### config.mk
export PLATFORM = sky130hd
export DESIGN_NAME = dmem_responder_flat
export DESIGN_NICKNAME = d
export VERILOG_FILES = /design/src/rtl/dmem_responder_if.sv /design/src/rtl/dmem_responder.sv /design/src/flat_wrapper.sv
export SDC_FILE = /design/constraint.sdc
export NUM_CORES = 2
export LEC_CHECK = 0
export ABC_AREA = 1
export ABC_CLOCK_PERIOD_IN_PS = 10000
export CORE_ASPECT_RATIO = 2
export CORE_UTILIZATION = 46
export CTS_CLUSTER_DIAMETER = 100
export DETAILED_ROUTE_END_ITERATION = 6
export PLACE_DENSITY = 0.61
export SETUP_SLACK_MARGIN = 0.15
export SYNTH_ARGS = -nofsm -noshare
export SYNTH_HDL_FRONTEND = slang
export SYNTH_SLANG_ARGS = --single-unit
### constraint.sdc
create_clock -name clk -period 10 [get_ports clk]
set_clock_uncertainty 0.05 [all_clocks]
set_input_delay 2 -clock clk [delete_from_list [all_inputs] [get_ports clk]]
set_output_delay 2 -clock clk [all_outputs]
set_load 0.02 [all_outputs]
### src/rtl/dmem_responder_if.sv
// Request/response bus between the pipeline memory stage (master) and the
// data-memory responder (slave).
interface dmem_responder_if;
    logic        req_valid;
    logic        req_we;
    logic        req_size;
    logic [31:0] req_addr;
    logic [31:0] req_wdata;
    logic        stall;
    logic        rsp_valid;
    logic [31:0] rdata;

    modport master (
        output req_valid, req_we, req_size, req_addr, req_wdata,
        input  stall, rsp_valid, rdata
    );

    modport slave (
        input  req_valid, req_we, req_size, req_addr, req_wdata,
        output stall, rsp_valid, rdata
    );
endinterface

### src/rtl/dmem_responder.sv
// Data-memory responder: word-organised storage behind an IDLE/WAIT/RESP
// handshake with a programmable number of wait states.
// Optional feature: define DMEM_BYTE_LANES_EN to honour req_size (byte lanes).
module dmem_responder #(
    parameter int unsigned DEPTH       = 64,
    parameter int unsigned WAIT_CYCLES = 2
) (
    input  logic             clk,
    input  logic             reset,
    dmem_responder_if.slave  bus
);
    localparam int unsigned AW = $clog2(DEPTH);
    localparam int unsigned CW = 4;

    typedef enum logic [1:0] {IDLE, WAIT, RESP} state_e;

    typedef struct packed {
        logic        we;
        logic        size;
        logic [31:0] addr;
        logic [31:0] wdata;
    } req_t;

    state_e        state_q, state_d;
    logic [CW-1:0] cnt_q, cnt_d;
    req_t          req_q, req_d;
    logic          rsp_valid_q, rsp_valid_d;
    logic [31:0]   rdata_q, rdata_d;
    logic [31:0]   mem_q [DEPTH];

    req_t          in_c;
    req_t          act_c;
    logic [AW-1:0] idx_c;
    logic [1:0]    lane_c;
    logic          byte_c;
    logic [31:0]   rd_word_c;
    logic [31:0]   load_data_c;
    logic [31:0]   store_word_c;
    logic          mem_we_c;
    logic          unused_c;

    // In IDLE the incoming request is the one being looked at (needed when
    // WAIT_CYCLES=0 reads on the acceptance edge); otherwise the latched one.
    assign in_c   = {bus.req_we, bus.req_size, bus.req_addr, bus.req_wdata};
    assign act_c  = (state_q == IDLE) ? in_c : req_q;
    assign idx_c  = act_c.addr[AW+1:2];
    assign lane_c = act_c.addr[1:0];
`ifdef DMEM_BYTE_LANES_EN
    assign byte_c = act_c.size;
`else
    assign byte_c = 1'b0;
`endif
    assign unused_c  = ^{act_c.addr[31:AW+2], act_c.size};
    assign rd_word_c = mem_q[idx_c];

    // Lane extraction for loads and read-modify-write merge for stores.
    always_comb begin
        load_data_c  = rd_word_c;
        store_word_c = act_c.wdata;
        if (byte_c) begin
            load_data_c                           = {24'b0, rd_word_c[{lane_c, 3'b000} +: 8]};
            store_word_c                          = rd_word_c;
            store_word_c[{lane_c, 3'b000} +: 8]   = act_c.wdata[7:0];
        end
    end

    // Next-state, wait counter, latched request, response and stall.
    always_comb begin
        state_d     = state_q;
        cnt_d       = cnt_q;
        req_d       = req_q;
        rsp_valid_d = 1'b0;
        rdata_d     = rdata_q;
        mem_we_c    = 1'b0;
        bus.stall   = 1'b0;
        case (state_q)
            IDLE: begin
                bus.stall = bus.req_valid;
                if (bus.req_valid) begin
                    req_d = in_c;
                    if (WAIT_CYCLES == 0) begin
                        state_d     = RESP;
                        rsp_valid_d = 1'b1;
                        if (!in_c.we) rdata_d = load_data_c;
                    end else begin
                        state_d = WAIT;
                        cnt_d   = CW'(WAIT_CYCLES);
                    end
                end
            end
            WAIT: begin
                bus.stall = 1'b1;
                cnt_d     = cnt_q - CW'(1);
                if (cnt_q <= CW'(1)) begin
                    state_d     = RESP;
                    cnt_d       = '0;
                    rsp_valid_d = 1'b1;
                    if (!req_q.we) rdata_d = load_data_c;
                end
            end
            RESP: begin
                mem_we_c = req_q.we;
                state_d  = IDLE;
            end
            default: state_d = IDLE;
        endcase
    end

    // State and response registers with synchronous active-low reset.
    always_ff @(posedge clk) begin
        if (!reset) begin
            state_q     <= IDLE;
            cnt_q       <= '0;
            req_q       <= '0;
            rsp_valid_q <= 1'b0;
            rdata_q     <= '0;
        end else begin
            state_q     <= state_d;
            cnt_q       <= cnt_d;
            req_q       <= req_d;
            rsp_valid_q <= rsp_valid_d;
            rdata_q     <= rdata_d;
        end
    end

    // Storage commit on the RESP edge; an access abandoned by reset is dropped.
    always_ff @(posedge clk) begin
        if (mem_we_c && reset) mem_q[idx_c] <= store_word_c;
    end

    assign bus.rsp_valid = rsp_valid_q;
    assign bus.rdata     = rdata_q;
endmodule

### src/flat_wrapper.sv
// flat-port wrapper written by rule: the top's interface ports become plain ports
module dmem_responder_flat 
#(
    parameter int unsigned DEPTH       = 64,
    parameter int unsigned WAIT_CYCLES = 2
)
  (clk, reset, bus_req_valid, bus_req_we, bus_req_size, bus_req_addr, bus_req_wdata, bus_stall, bus_rsp_valid, bus_rdata);
  dmem_responder_if bus_i ();
  input  logic clk;
  input  logic reset;
  input wire logic [$bits(bus_i.req_valid)-1:0] bus_req_valid;
  input wire logic [$bits(bus_i.req_we)-1:0] bus_req_we;
  input wire logic [$bits(bus_i.req_size)-1:0] bus_req_size;
  input wire logic [$bits(bus_i.req_addr)-1:0] bus_req_addr;
  input wire logic [$bits(bus_i.req_wdata)-1:0] bus_req_wdata;
  output wire logic [$bits(bus_i.stall)-1:0] bus_stall;
  output wire logic [$bits(bus_i.rsp_valid)-1:0] bus_rsp_valid;
  output wire logic [$bits(bus_i.rdata)-1:0] bus_rdata;
  assign bus_i.req_valid = bus_req_valid;
  assign bus_i.req_we = bus_req_we;
  assign bus_i.req_size = bus_req_size;
  assign bus_i.req_addr = bus_req_addr;
  assign bus_i.req_wdata = bus_req_wdata;
  assign bus_stall = bus_i.stall;
  assign bus_rsp_valid = bus_i.rsp_valid;
  assign bus_rdata = bus_i.rdata;
  dmem_responder #(.DEPTH(DEPTH), .WAIT_CYCLES(WAIT_CYCLES)) u_core (.clk(clk), .reset(reset), .bus(bus_i));
endmodule
==> key figures <==
Yosys
  – Most frequent cells after synthesis: 2,438 x nand2_1, 2,048 x edfxtp_1, 1,839 x inv_1
  – Synth Net Count: between 8,000 and 9,000
  – Synth top area share: between 60% and 70%
  – Fraction of registers with async set/reset: 0%
  – Register bit total from synthesis: around 2,100
  – Synthesized area: roughly 90,000 sq um
  – Seq/Total Area, Yosys: 69.79%
  – Post-synth EDFFs: about 2,000
  – Count leader, synth: nand2_1
  – Ys Warns: 0
  – Syn Area/Cell: between 10 and 15 sq um
  – Post-Synthesis Cells: 8,595
  – Top FF cell, synth: edfxtp_1
  – Top area cells in the synthesized netlist: edfxtp_1 68%, nand2_1 10%, inv_1 7.6%
  – Post-synth cell types: 36
  – Synth area leader: edfxtp_1

Critical path
  – Critical path class: primary input to primary output
  – Critical path capture point type: primary output
  – Max incr delay on CP: around 550 ps
  – Startpoint Class: primary input
  – Max FO, Critical Path: between 70 and 80
  – Data required, critical path: 7950 ps
  – Crit path arrival time: 4400 ps
  – Critical Path, Cell by Cell: clkdlybuf4s50_1, nand2_2, buf_4, inv_1, nor2_1, inv_1, clkdlybuf4s50_1
  – Slowest stage cell, crit path: clkdlybuf4s50_1

Place
  – Placement Setup Slack: around 3500 ps
  – Number of port buffers: 75
  – Post-DP HPWL: 151,800 microns
  – GP Congestion: slightly below 0.9

GRT
  – Pin count of the biggest net entering global routing: ~160
  – Vias in the first global route: between 50,000 and 60,000
  – First-pass GRT wire length: between 300,000 and 400,000 microns
  – GR Util All Layers: between 20% and 30%
  – Grt total ovfl: 0
  – Antenna violations before repair: 9

CTS
  – CTS Sinks: ~2,100
  – Number of setup buffers added after CTS: 0
  – Clk Latency, worst-skew pair: 850 ps
  – Clock-pin slew on the worst setup and hold paths: roughly 70 ps
  – Hold Buf Count CTS: 0
  – Root buf cell: clkbuf_16
  – CTS Buf Count: 182
  – Cells resized by post-CTS repair: 0
  – CTS max path bufs: 4
  – CTS tree: done
  – H-tree depth: 4

Power and ir drop
  – Maximum vdd drop: 0.0002034 V
  – Power per cell area: ~210 nW/um^2
  – Static Leak: between 0.04 and 0.05 uW
  – Total power: ~21,000 uW

Flow run
  – Max_cap viols: 0

Drt
  – Vias per cell: 5.229
  – Pre-antenna DRT Iters: 7
  – Via Count: about 59,000
  – DR iter-0 viols: between 5,000 and 6,000
  – WL/cell: between 20 and 25 microns
  – DRT antenna net count: 0
  – Number of remaining DRC errors: 2
  – Total Wirelength: between 200,000 and 300,000 microns

Timing
  – Fin. max-slew vios: 0
  – RSZ-0062 raised after global routing: no
  – Final setup viols: 0
  – Final Cycle Share: between 60 and 70%
  – Headroom to the max-slew limit: 7.503%
  – PnR worst setup slack: 3550 ps
  – Minimum clock period after layout: about 6400 ps
  – Endpoints failing hold: 0
  – Setup TNS: 0 ps
  – Slew @ Worst Pin: 1382 ps
  – Maximum clock rate: ~0.16 GHz

Floorplanning
  – Area of the die: around 200,000 sq um
  – Die H: ~630 microns
  – Initial core utilization: 46.38%
  – Cell row count: approximately 230
  – DIE WIDTH: ~320 microns
  – Top-Level Pins: 103
  – Core ar.: 194,800 sq um

Worst hold path
  – Hold WC Path Type: flip-flop to flip-flop

Status
  – Failing checks: design-rule violations
  – Status: complete, but fails checks

Layout
  – Seq. cell area: 63,060 sq um
  – Nets: ~8,700
  – P&R area growth vs syn: 11.15%
  – Layout cells sized above 1: under 10%
  – Area of the multi-input gates: approximately 19,000 sq um
  – Fillcell total: between 15,000 and 20,000
## flip-flops by register name (all words and copies together), names as in the netlist
signal                flops
u_core.mem_q           2048
u_core.req_q             39
u_core.bus.rdata         32
u_core.cnt_q              4
u_core.state_q            2
u_core.bus.rsp_valid      1
## per-layer routing
layer  vias to the layer above  GRT usage [%]  wire length [microns]
met5                         -              0                     25
met4                         4          20.25                  22350
met3                       602          2.729                  15320
met2                      2103          46.76                 133900
met1                     28863          28.94                  90840
li1                      27586              -                      -
## path summary, 6_finish.rpt
check	cells after the start	to	startpoint	slack [ps]
max	7	bus_stall	bus_req_valid	3550
min	2	u_core.req_q[36]$_SDFFE_PN0P_	u_core.req_q[36]$_SDFFE_PN0P_	430
max reg2reg	9	u_core.mem_q[15][26]$_DFFE_PP_	u_core.state_q[0]$_SDFFE_PN0P_	5330
min reg2reg	2	u_core.req_q[36]$_SDFFE_PN0P_	u_core.req_q[36]$_SDFFE_PN0P_	430
## worst max-delay path: cells and delay by family
kind / cells / cell delay [ps]
buf+inv: 5 / 2010
simple gates: 2 / 350
## cell type report
| class | instances | area share [%] |
|---|---|---|
| Sequential cell | 2126 | 62.79 |
| Multi-Input combinational cell | 4227 | 19.25 |
| Inverter | 1849 | 6.915 |
| Clock buffer | 233 | 4.859 |
| Tap cell | 2541 | 3.166 |
| Timing Repair Buffer | 246 | 2.211 |
| Clock inverter | 88 | 0.8035 |
| Antenna cell | 4 | 0.009966 |
## logic make-up after synthesis
kind of cell / synth area share [%]
and+or+nand+nor: 16.22
buffers and inverters: 9.803
DFF: 69.79
AOI/OAI and AO/OA: 4.145
adders and majority gates: 0.02769
xor gates and xnor gates: 0.009695
## per-stage QoR
stage	cell area [sq um]	hold WS [ps]	utilization [%]	instances
3_3_place_gp	94730	398.2	48.62	10988
5_1_grt	100400	463.0	51.54	11311
3_5_place_dp	94740	416.4	48.62	10989
6_report	100400	432.6	51.55	11314
4_1_cts	100400	427.1	51.54	11310
2_1_floorplan	90360	373.9	-	8595
## report_power, final
part | internal [uW] | leakage, uW | switching, uW
clock network | 3830 | 0.00277 | 3180
registers | 10100 | 0.0192 | 36.0
logic | 789 | 0.0202 | 2910
## placed cells by master (no fill, tap or decap), types with 24 or more instances in the layout
| cell | Yosys | final |
|---|---|---|
| nand2_1 | 2438 | 2436 |
| edfxtp_1 | 2048 | 2048 |
| inv_1 | 1839 | 1839 |
| nand3_1 | 777 | 777 |
| nor2_1 | 373 | 310 |
| o211ai_1 | 262 | 262 |
| o21ai_0 | 225 | 189 |
| clkbuf_16 | 0 | 185 |
| buf_4 | 17 | 155 |
| o21ai_1 | 80 | 84 |
| dfxtp_1 | 78 | 78 |
| clkdlybuf4s50_1 | 0 | 74 |
| nor2_4 | 4 | 68 |
| clkbuf_1 | 71 | 41 |
| a21oi_1 | 39 | 39 |
| clkinv_1 | 1 | 37 |
| o21ai_4 | 2 | 34 |
| clkinv_2 | 0 | 24 |
Note: power is estimated with default switching activity, not from simulation.
